File: src/rtl/usb_tx_sched.sv
// USB transmit packet scheduler: arbitrates token/data/handshake sources, drives the serial encoder.
// Optional macro USB_TX_RR_EN: round-robin between token and data (handshake stays highest priority).
module usb_tx_sched #(
    parameter int IPG     = 2,
    parameter int TIMEOUT = 255
) (
    input  logic        clk,
    input  logic        rst,
    input  logic        tok_req,
    input  logic        dat_req,
    input  logic        hs_req,
    input  logic [18:0] tok_pkt,
    input  logic [71:0] dat_pkt,
    input  logic [7:0]  hs_pid,
    output logic        tok_gnt,
    output logic        dat_gnt,
    output logic        hs_gnt,
    output logic        tok_done,
    output logic        dat_done,
    output logic        hs_done,
    output logic        enc_start,
    output logic [1:0]  enc_type,
    output logic [71:0] enc_pkt,
    input  logic        enc_done,
    output logic        enc_abort,
    output logic        busy,
    output logic        timeout_err
);
    typedef enum logic [1:0] {IDLE, START, WAIT, GAP} state_t;

    localparam logic [1:0] T_NONE = 2'b00;
    localparam logic [1:0] T_TOK  = 2'b01;
    localparam logic [1:0] T_DAT  = 2'b10;
    localparam logic [1:0] T_HS   = 2'b11;

    localparam logic [7:0] TMO_LAST = 8'(TIMEOUT - 1);
    localparam logic [3:0] GAP_LAST = 4'(IPG - 1);

    state_t      state;
    logic [1:0]  owner;
    logic [7:0]  tmo_cnt;
    logic [3:0]  gap_cnt;
    logic [1:0]  win;
    logic [71:0] win_pkt;
    logic        wait_done;
    logic        wait_tmo;
`ifdef USB_TX_RR_EN
    logic        rr_dat_pref;
`endif

    // Handshake always first; token/data either fixed or alternating.
    always_comb begin
        win = T_NONE;
        if (hs_req)
            win = T_HS;
`ifdef USB_TX_RR_EN
        else if (tok_req && dat_req)
            win = rr_dat_pref ? T_DAT : T_TOK;
`endif
        else if (tok_req)
            win = T_TOK;
        else if (dat_req)
            win = T_DAT;
    end

    always_comb begin
        case (win)
            T_TOK:   win_pkt = {53'd0, tok_pkt};
            T_DAT:   win_pkt = dat_pkt;
            T_HS:    win_pkt = {64'd0, hs_pid};
            default: win_pkt = '0;
        endcase
    end

    // enc_done beats a coincident timeout.
    assign wait_done   = (state == WAIT) && enc_done;
    assign wait_tmo    = (state == WAIT) && !enc_done && (tmo_cnt == TMO_LAST);

    assign tok_done    = wait_done && (owner == T_TOK);
    assign dat_done    = wait_done && (owner == T_DAT);
    assign hs_done     = wait_done && (owner == T_HS);
    assign enc_abort   = wait_tmo;
    assign timeout_err = wait_tmo;
    assign busy        = (state != IDLE);

    always_ff @(posedge clk) begin
        if (rst) begin
            state     <= IDLE;
            owner     <= T_NONE;
            enc_type  <= T_NONE;
            enc_pkt   <= '0;
            tmo_cnt   <= '0;
            gap_cnt   <= '0;
            tok_gnt   <= 1'b0;
            dat_gnt   <= 1'b0;
            hs_gnt    <= 1'b0;
            enc_start <= 1'b0;
`ifdef USB_TX_RR_EN
            rr_dat_pref <= 1'b0;
`endif
        end else begin
            tok_gnt   <= 1'b0;
            dat_gnt   <= 1'b0;
            hs_gnt    <= 1'b0;
            enc_start <= 1'b0;
            case (state)
                IDLE: begin
                    if (win != T_NONE) begin
                        state     <= START;
                        owner     <= win;
                        enc_type  <= win;
                        enc_pkt   <= win_pkt;
                        tok_gnt   <= (win == T_TOK);
                        dat_gnt   <= (win == T_DAT);
                        hs_gnt    <= (win == T_HS);
                        enc_start <= 1'b1;
`ifdef USB_TX_RR_EN
                        if (win == T_TOK)
                            rr_dat_pref <= 1'b1;
                        else if (win == T_DAT)
                            rr_dat_pref <= 1'b0;
`endif
                    end
                end
                START: begin
                    state   <= WAIT;
                    tmo_cnt <= '0;
                end
                WAIT: begin
                    if (enc_done || (tmo_cnt == TMO_LAST)) begin
                        owner    <= T_NONE;
                        enc_type <= T_NONE;
                        enc_pkt  <= '0;
                        tmo_cnt  <= '0;
                        gap_cnt  <= '0;
                        state    <= (IPG == 0) ? IDLE : GAP;
                    end else begin
                        tmo_cnt <= tmo_cnt + 8'd1;
                    end
                end
                GAP: begin
                    if (gap_cnt == GAP_LAST) begin
                        state   <= IDLE;
                        gap_cnt <= '0;
                    end else begin
                        gap_cnt <= gap_cnt + 4'd1;
                    end
                end
                default: state <= IDLE;
            endcase
        end
    end
endmodule
File: config.mk
export PLATFORM = sky130hd
export DESIGN_NAME = usb_tx_sched
export DESIGN_NICKNAME = d
export VERILOG_FILES = /design/src/rtl/usb_tx_sched.sv
export SDC_FILE = /design/constraint.sdc
export NUM_CORES = 1
export LEC_CHECK = 0
export ABC_AREA = 1
export CORE_ASPECT_RATIO = 1.2
export CORE_MARGIN = 3
export CORE_UTILIZATION = 43
export DETAILED_ROUTE_END_ITERATION = 12
export PLACE_DENSITY = 0.81
export REMOVE_ABC_BUFFERS = 1
export SLEW_MARGIN = 25
export SYNTH_ARGS = -nofsm -noshare
export SYNTH_HDL_FRONTEND = slang
export SYNTH_SLANG_ARGS = --single-unit
File: constraint.sdc
create_clock -name clk -period 2.1 [get_ports clk]
set_input_delay 0.42 -clock clk [delete_from_list [all_inputs] [get_ports clk]]
set_output_delay 0.42 -clock clk [all_outputs]
set_load 0.05 [all_outputs]
==> run metrics, run 1 <==
fin crit period 2.04 ns; R2R setup slack 0.23 ns; worst-case vdd ir drop 0.000850 V; CP required 1.68 ns; Layout area overhead 54.9%; worst setup path endpoint timeout_err; grt ovf 0; Post-DP HPWL 8.69 mm; Port Buffers 188; DP Worst Slack 0.00273 ns; Clock Root Buffer clkbuf_16; Total GRT Usage 20.6%; fill count 851; NumNets Final 988; worst slew pin tran 0.555 ns; Starting Density 44.3%; reg2reg path depth 9; Seq/Total Area, Yosys 41.1%; Synth cell types 27; Clk pin slew, worst setup/hold paths 0.06 ns; Register Area 1850 sq um; largest net degree at the start of global routing 69; synthesized instance count 693; vias in the first global route 4342; Setup violations, final 0; most frequent cells after synthesis 202 x nand2_1, 109 x nor2_1, 100 x inv_1; Sinks on Clock Net 92; CP arrival 1.62 ns; die width 99.2 um; Avg Cell Area, Syn 6.47 sq um; CTS tree yes; setup TNS 0 ns; r2r startpoint state[0]; Max Freq 0.490 GHz; DRC violations left 0; fin util 68.7%; Core Area 10100 sq um; Rel. slew slack 62.9%; 1st-pass router iterations 4; gp weighted congestion 0.853; initial DRC count 156; crit path capture type output pin; Final Hold Fails 0; # diodes 0; routed len/inst 12.1 um; EDFF count, synth 0; cell taking the most area after synthesis dfxtp_1; Power Dens Cells 1680 nW/um^2; # H-tree levels 3; first-pass GRT wire length 20.1 mm; Vias/cell 4.61; clk_lat worst skew 0.33 ns; CP Max Fanout 3; CTS buffer count 9; flop and latch count out of synthesis 92; Synth top area share 41.1%; synth warn 0; Ports 189; Setup WS post-layout 0.0601 ns; Post-Syn Area 4480 sq um; Longest Clk Path Bufs 2; top post-synthesis cells by area dfxtp_1 41%, nand2_1 17%, nor2_1 9.1%, a21oi_1 8.4%, inv_1 8.4%; Setup CP Type register to output pin; row count 40; antenna viol nets, final 0; CP Launch Type register; vias post-DR 4641; die area 11700 sq um; final worst path period share 97.1%; total wire length 12.1 mm; status finished clean; CP Launch Point tmo_cnt[0]; Clock Skews 0.00666 ns; most common cell in the netlist nand2_1; r2r endpoint enc_pkt[66]; main flop type after synthesis dfxtp_1; multi-input logic area 2080 sq um; Max Cap Violations 0; Max Slew Vio Count 0; Hold Path Class register to register; Leak Pwr 3.06 nW; Async SR Flop Fraction 0%; initial antenna violation count 0; layout cell share with drive strength beyond 1 7.27%; Chip Height 118 um
==> metrics by stage <==
step,total power [mW],instances,hold WS (ns),instance area [sq um]
CTS,11.7,1003,0.500,6880
floorplan,7.66,658,0.464,4270
detailed placement,9.85,988,0.489,6530
global placement,9.76,988,0.486,6530
finish,11.7,1006,0.498,6940
global route,12.5,1006,0.528,6940
==> metal layers <==
layer  part of all wire [%]  up-vias  track usage [%]
li1                       -     2448                -
met1                     42     2024             26.3
met2                     49      153             34.0
met3                    7.5       16             5.39
met4                    1.7        0             6.06
met5                      0        -                0
==> worst min-delay path by stage <==
stage               start  cells past startpoint  slack, ns    endpoint
2_1_floorplan  gap_cnt[3]                      2       0.46  gap_cnt[3]
3_3_place_gp   gap_cnt[3]                      2       0.49  gap_cnt[3]
5_1_grt        gap_cnt[3]                      2       0.53  gap_cnt[3]
3_5_place_dp   gap_cnt[3]                      2       0.49  gap_cnt[3]
6_report       gap_cnt[3]                      2       0.50  gap_cnt[3]
4_1_cts        gap_cnt[3]                      2       0.50  gap_cnt[3]
==> layout make-up <==
class | instances | share of cell area, %
Timing Repair Buffer | 207 | 30.6
Multi-Input combinational cell | 461 | 30.0
Sequential cell | 92 | 26.6
Inverter | 105 | 5.68
Clock buffer | 11 | 3.50
Tap cell | 126 | 2.27
Clock inverter | 4 | 1.41
==> cells in the final DEF (no fill, tap or decap), types with 5 or more instances in the layout <==
| cell | synthesis | layout |
|---|---|---|
| nand2_1 | 202 | 200 |
| clkdlybuf4s50_1 | 0 | 182 |
| nor2_1 | 109 | 108 |
| inv_1 | 100 | 99 |
| dfxtp_1 | 92 | 90 |
| a21oi_1 | 75 | 75 |
| nand3_1 | 29 | 29 |
| buf_4 | 1 | 16 |
| clkbuf_16 | 0 | 9 |
| buf_12 | 0 | 9 |
| nand2_2 | 4 | 6 |
| o21ai_1 | 6 | 6 |
| inv_2 | 3 | 5 |
| nor3_1 | 9 | 5 |
| ha_1 | 7 | 5 |
==> power breakdown <==
part,switching [mW],internal [mW]
registers,0.354,2.46
clock network,0.651,1.19
logic,4.70,2.32
==> repair_timing <==
action	CTS	global route
pin swaps	0	4
resized for setup	2	12
hold buffers	0	0
endpoints found under the setup margin	3	4
gates cloned	0	0
setup buffers	0	3
==> kinds of logic (layout without fill, tap and decap cells) <==
group | Yosys count | after routing | synth area share (%)
and+or+nand+nor | 360 | 360 | 32.2
DFF | 92 | 92 | 41.1
xor gates and xnor gates | 7 | 7 | 1.37
adders and majority gates | 7 | 7 | 1.95
AOI/OAI and AO/OA | 87 | 87 | 9.83
buffers and inverters | 140 | 327 | 13.5
==> sequential cells by signal, summed over array words and instances, names as in the netlist <==
register   count
dat_gnt        1
enc_pkt       72
enc_start      1
gap_cnt        4
hs_gnt         1
owner          2
state          2
tmo_cnt        8
tok_gnt        1
==> worst max-delay path: stages, from the launching register on <==
cell	delay (ns)
dfxtp_2	0.33
inv_2	0.08
ha_4	0.13
nand2_2	0.05
nor2_2	0.13
nand2_2	0.09
nor3_2	0.19
buf_4	0.17
buf_12	0.13
Note: power is estimated with default switching activity, not from simulation.
==> inputs of run 2 (changes only) <==
--- a/config.mk
+++ b/config.mk
@@ -12,6 +12,7 @@
 export DETAILED_ROUTE_END_ITERATION = 12
 export PLACE_DENSITY = 0.81
 export REMOVE_ABC_BUFFERS = 1
+export SKIP_LAST_GASP = 1
 export SLEW_MARGIN = 25
 export SYNTH_ARGS = -nofsm -noshare
 export SYNTH_HDL_FRONTEND = slang
==> run 2 against run 1 <==
Critical endpoint unchanged. Clock-buffer cell count is the same. Critical path depth unchanged. Sequential share of layout area about the same. Largest power group unchanged. Fmax hardly changed. Die area did not move.
==> run metrics, run 2 (synthesis results as in run 1) <==
# placed instances 988 (unchanged); CP Max Fanout 3 (unchanged); setup TNS 0 ns (unchanged); largest net degree at the start of global routing 69 (unchanged); CTS tree yes; Starting Density 44.3% (unchanged); Leak Pwr 3.06 nW (about the same); Sinks on Clock Net 92 (unchanged); worst slew pin tran 0.557 ns (+0.00231 ns); Core Area 10100 sq um (unchanged); fin util 68.6% (about the same); total wire length 12.1 mm (-0.49%); total design power 11.7 mW (about the same); RSZ-0062 raised after global routing yes; most frequent cells in the layout 200 x nand2_1, 182 x clkdlybuf4s50_1, 108 x nor2_1; Max Slew Vio Count 0 (unchanged); Power Dens Cells 1680 nW/um^2 (about the same); Hold Path Class register to register; vias post-DR 4622 (-0.41%); Longest Clk Path Bufs 2 (unchanged); initial DRC count 158 (+1.3%); Vias/cell 4.59 (-0.41%); worst-case vdd ir drop 0.000845 V (-0.50%); initial antenna violation count 0 (unchanged); die width 99.2 um (unchanged); Largest register FFs 72 (unchanged); Final Hold Fails 0 (unchanged); CP arrival 1.62 ns (about the same); # H-tree levels 3 (unchanged); die area 11700 sq um (unchanged); Max Freq 0.490 GHz (about the same); Rel. slew slack 62.7% (-0.15 points); Non-Filler Instances 1006 (unchanged); routed len/inst 12.0 um (-0.49%); status finished clean; worst hold start gap_cnt[3]; clk_lat worst skew 0.33 ns (about the same); Max Cap Violations 0 (unchanged); r2r startpoint state[0]; Clk pin slew, worst setup/hold paths 0.06 ns (about the same); antenna viol nets, final 0 (unchanged); vias in the first global route 4342 (unchanged); Register Area 1850 sq um (unchanged); largest registers enc_pkt x72, tmo_cnt x8, gap_cnt x4; # diodes 0 (unchanged); DRC violations left 0 (unchanged); NumNets Final 988 (unchanged); gp weighted congestion 0.853 (unchanged); grt ovf 0 (unchanged); Chip Height 118 um (unchanged); Clock Root Buffer clkbuf_16; Clock Skews 0.00658 ns (-0.0000863 ns); row count 40 (unchanged); CTS buffer count 9 (unchanged); 1st-pass router iterations 4 (unchanged); fill count 852 (+0.12%); Setup violations, final 0 (unchanged); Ports 189 (unchanged); crit path capture type output pin; fin crit period 2.04 ns (-0.000596 ns); final worst path period share 97.1% (about the same); commonest non-fill, non-tap cell in the layout nand2_1; Layout area overhead 54.9% (about the same); CP Launch Point tmo_cnt[0]; largest reg by FF count enc_pkt; multi-input logic area 2080 sq um (-0.12%); layout cell share with drive strength beyond 1 7.16% (-0.11 points); Total GRT Usage 20.6% (unchanged); first-pass GRT wire length 20.1 mm (unchanged); Port Buffers 188 (unchanged); Post-DP HPWL 8.69 mm (unchanged); Setup CP Type register to output pin; CTS Hold Bufs 0 (unchanged); CP Launch Type register; CP required 1.68 ns (about the same)
[run 2: cell counts in the layout (fill, tap and decap cells not counted)]
No cell type changed its count.
[run 2: worst paths after layout]
kind / endpoint / slack (ns) / depth (start not counted)
worst max-delay path: timeout_err / 0.06 / 8
worst min-delay path: gap_cnt[3] / 0.50 / 2
worst max register to register: enc_pkt[66] / 0.19 / 9
worst min register to register: gap_cnt[3] / 0.50 / 2
[run 2: what timing repair did]
item / CTS / global route
buffers inserted: 0 / 3
pin swaps: 0 / 4
setup endpoints to repair: 3 / 4
resized for setup: 2 / 11
[run 2: metal layers]
| metal | wire [um] | vias up | track usage, % |
|---|---|---|---|
| met5 | 0 | - | 0 |
| met4 | 205 | 0 | 6.06 |
| met3 | 853 | 16 | 5.39 |
| met2 | 5900 | 146 | 34.0 |
| met1 | 5110 | 2010 | 26.3 |
| li1 | - | 2450 | - |
[run 2: worst max-delay path, stage by stage (launching register included)]
cell and delay, ns:
dfxtp_2 0.33, inv_2 0.08, ha_4 0.13, nand2_2 0.05, nor2_2 0.13, nand2_2 0.09, nor3_2 0.19, buf_4 0.17
buf_12 0.13
[run 2: stage by stage]
stage | area (sq um) | hold slack, ns | worst slack [ns]
2_1_floorplan | 4270 | 0.464 | -1.49
3_3_place_gp | 6530 | 0.486 | 0.0138
3_5_place_dp | 6530 | 0.489 | 0.00273
4_1_cts | 6880 | 0.500 | 0.00595
5_1_grt | 6940 | 0.528 | -0.0233
6_report | 6940 | 0.497 | 0.0607
[run 2: report_power, final]
part	switching, mW	internal (mW)
Sequential	0.354	2.46
Combinational	4.69	2.32
Clock	0.650	1.19
[run 2: final cells by class]
type / instances / area share (%)
timing repair buffer: 207 / 30.6
multi-input combinational: 461 / 29.9
sequential: 92 / 26.6
inverter: 105 / 5.68
clock buffer: 11 / 3.50
tap: 126 / 2.27
clock inverter: 4 / 1.41
==> inputs of run 3 (changes only) <==
--- a/config.mk
+++ b/config.mk
@@ -5,12 +5,12 @@
 export SDC_FILE = /design/constraint.sdc
 export NUM_CORES = 1
 export LEC_CHECK = 0
-export ABC_AREA = 1
+export CELL_PAD_IN_SITES_DETAIL_PLACEMENT = 0
+export CELL_PAD_IN_SITES_GLOBAL_PLACEMENT = 1
 export CORE_ASPECT_RATIO = 1.2
-export CORE_MARGIN = 3
-export CORE_UTILIZATION = 43
+export CORE_UTILIZATION = 31
 export DETAILED_ROUTE_END_ITERATION = 12
-export PLACE_DENSITY = 0.81
+export PLACE_DENSITY_LB_ADDON = 0.1
 export REMOVE_ABC_BUFFERS = 1
 export SKIP_LAST_GASP = 1
 export SLEW_MARGIN = 25
==> run 3 against run 2 <==
Global-route usage shrank 3.0 points. Critical endpoint unchanged. Largest cell class is now multi-input combinational cells. Cell area shrank 1.4%. Largest power group unchanged. Clock skew grew 0.0015 ns. Cell count shrank 18%. Critical path depth shrank 1. The flow now finishes with violations (DRC). Highest routed layer unchanged.
==> run metrics, run 3 <==
status complete, but fails checks; failing checks DRC; fin crit period 1.98 ns (-0.0559 ns); Setup CP Type register to output pin; grt ovf 0 (unchanged); RSZ-0062 raised after global routing no; Ports 189 (unchanged); synth warn 0 (unchanged); Chip Height 134 um (+13%); critical path's slowest cell dfxtp_1; Largest register FFs 72 (unchanged); vias in the first global route 4090 (-5.8%); Layout area overhead 53.1%; CP Max Fanout 6 (+3); Core Area 13900 sq um (+38%); flop and latch count out of synthesis 92 (unchanged); layout cell share with drive strength beyond 1 11.0% (+3.9 points); # H-tree levels 3 (unchanged); Sequential Power Share 31.7% (+7.6 points); CTS tree yes; die width 112 um (+13%); most frequent cells after synthesis 92 x dfxtp_1, 70 x nand2_1, 63 x mux2i_1; Total GRT Usage 17.6% (-3.0 points); commonest non-fill, non-tap cell in the layout clkdlybuf4s50_1; CP arrival 1.56 ns (-0.06 ns); Switching Fraction 37.6% (-11 points); post-CTS setup buffer count 0 (unchanged); Sinks on Clock Net 92 (unchanged); # diodes 0 (unchanged); WP buf/inv 4 (+1); Register Area 1840 sq um (-0.14%); top post-synthesis cells by area dfxtp_1 41%, mux2i_1 14%, nand2b_1 7.1%, nand2_1 5.9%, buf_12 3.1%; r2r startpoint tmo_cnt[0]; largest reg by FF count enc_pkt; Post-DP HPWL 9.42 mm (+8.4%); fill count 1348 (+58%); Critical Path Stages 7 (-1); crit path capture type output pin; Longest Clk Path Bufs 2 (unchanged); Leak Pwr 2.56 nW (-16%); Clk pin slew, worst setup/hold paths 0.06 ns (about the same); largest net degree at the start of global routing 43 (-38%); Setup WS post-layout 0.117 ns (+0.0559 ns); CP Launch Type register; largest registers enc_pkt x72, tmo_cnt x8, gap_cnt x4; initial antenna violation count 0 (unchanged); Setup violations, final 0 (unchanged); main flop type after synthesis dfxtp_1; Max Cap Violations 0 (unchanged); Clk pwr share 22.3% (+6.5 points); vias post-DR 3908 (-15%); synthesized instance count 456 (-34%); Area after DPL 6580 sq um (+0.73%); gp weighted congestion 0.706 (-17%); Max Freq 0.504 GHz (+2.8%); Clock Root Buffer clkbuf_16; CP Launch Point state[0]; Synth top area share 41.2% (+0.092 points); initial DRC count 204 (+29%); routed len/inst 15.6 um (+30%); clk_lat worst skew 0.35 ns (+0.02 ns); multi-input logic area 2280 sq um (+9.8%); Max Slew Vio Count 0 (unchanged); row count 47 (+18%); 1st-pass router iterations 11 (+7); DRC violations left 8 (+8); antenna viol nets, final 0 (unchanged); critical path's largest stage delay 0.32 ns (about the same); final worst path period share 94.4% (-2.7 points); Async SR Flop Fraction 0% (unchanged); CP required 1.68 ns (about the same); Port Buffers 188 (unchanged); most frequent CP cell buf_4; Hold Path Class register to register; first-pass GRT wire length 20.5 mm (+1.8%); die area 14900 sq um (+28%); most common cell in the netlist dfxtp_1; worst-case vdd ir drop 0.000399 V (-53%); sw power 2.47 mW (-57%); reg2reg path depth 7 (-2); r2r endpoint enc_pkt[48]; Seq/Total Area, Yosys 41.2% (+0.092 points); Starting Density 32.1% (-12 points); Avg Cell Area, Syn 9.80 sq um (+52%); cell taking the most area after synthesis dfxtp_1; Final Hold Fails 0 (unchanged); CTS buffer count 9 (unchanged); Post-Syn Area 4470 sq um (-0.22%); Vias/cell 4.75 (+3.4%); R2R setup slack 0.28 ns (+0.09 ns); post-route cell area 6840 sq um (-1.4%); Clock Skews 0.00805 ns (+0.00147 ns); Synth cell types 49 (+81%); worst slew pin tran 0.905 ns (+0.348 ns); fin util 49.1% (-20 points); NumNets Final 763 (-23%); Rel. slew slack 39.2% (-24 points); most frequent cells in the layout 180 x clkdlybuf4s50_1, 90 x dfxtp_1, 70 x nand2_1; Logic pwr share 46.1% (-14 points); CP Cell Sequence inv_2 > ha_4 > nand2b_1 > buf_4 > nor2_2 > buf_4 > buf_12; Power Dens Cells 960 nW/um^2 (-43%); Int Power 4.10 mW (-31%); DP Worst Slack -0.128 ns (-0.131 ns); worst setup path endpoint timeout_err; critical path's top delay family buffers and inverters; EDFF count, synth 0 (unchanged); total design power 6.57 mW (-44%); total wire length 12.8 mm (+6.3%)
[run 3: changes by cell type after synthesis, moves of 23 or more]
cell	delta
nand2b_1	+51
a21oi_1	-71
mux2i_1	+63
nand3_1	-23
nand2_1	-132
nor2_1	-82
inv_1	-91
[run 3: worst min path at each step]
stage	start	depth (start not counted)	to	slack (ns)
5_1_grt	enc_pkt[70]	2	enc_pkt[70]	0.49
2_1_floorplan	gap_cnt[3]	2	gap_cnt[3]	0.47
6_report	enc_pkt[70]	2	enc_pkt[70]	0.46
3_3_place_gp	enc_pkt[0]	2	enc_pkt[0]	0.45
4_1_cts	enc_pkt[0]	2	enc_pkt[0]	0.46
3_5_place_dp	enc_pkt[6]	2	enc_pkt[6]	0.45
[run 3: area by class of cell]
cell class	count	share of cell area [%]
multi-input cells	321	33.4
repair buffers	218	32.5
flip-flops and latches	92	27.0
clock buffers	12	3.60
well taps	171	3.13
inverters	9	0.494
[run 3: stage by stage]
step                setup TNS [ns]  hold slack [ns]  instances
CTS                              0            0.465        823
finish                           0            0.463        823
floorplan                   -58.71            0.473        422
detailed placement           -4.92            0.452        811
global route                     0            0.486        823
global placement             -2.33            0.446        811
[run 3: logic make-up after synthesis]
family / synth area share (%)
and+or+nand+nor: 20.3
DFF: 41.2
muxes: 17.5
AOI/OAI and AO/OA: 9.49
buffers and inverters: 8.12
xor gates and xnor gates: 1.37
adders and majority gates: 1.96
[run 3: power groups by stage]
stage | clock (mW) | sequential [mW] | combinational [mW]
final | 1.46 | 2.08 | 3.03
after global routing | 1.58 | 2.11 | 3.18
after CTS | 1.51 | 2.08 | 3.06
after detailed placement | 0 | 2.11 | 3.04
after global placement | 0 | 2.11 | 3.02
after floorplan | 0 | 2.73 | 1.34
[run 3: repair_timing]
item                                    4_1_cts  5_1_grt
gates resized for setup                       2        4
endpoints found under the setup margin        2        2
gates cloned                                  0        0
hold buffers                                  0        0
[run 3: metal layers]
metal	vias to the layer above	share of wire, %	GRT usage, %
li1	1939	-	-
met1	1830	40	19.4
met2	119	49	29.7
met3	20	9.0	6.78
met4	0	2.2	8.26
met5	-	0	0
[run 3: tightest hold or removal path: cells and delay by family, from the launching register on]
| family | cells | cell delay, ns |
|---|---|---|
| flip-flops | 1 | 0.31 |
| multiplexers | 1 | 0.06 |
| AND/OR/NAND/NOR | 1 | 0.05 |
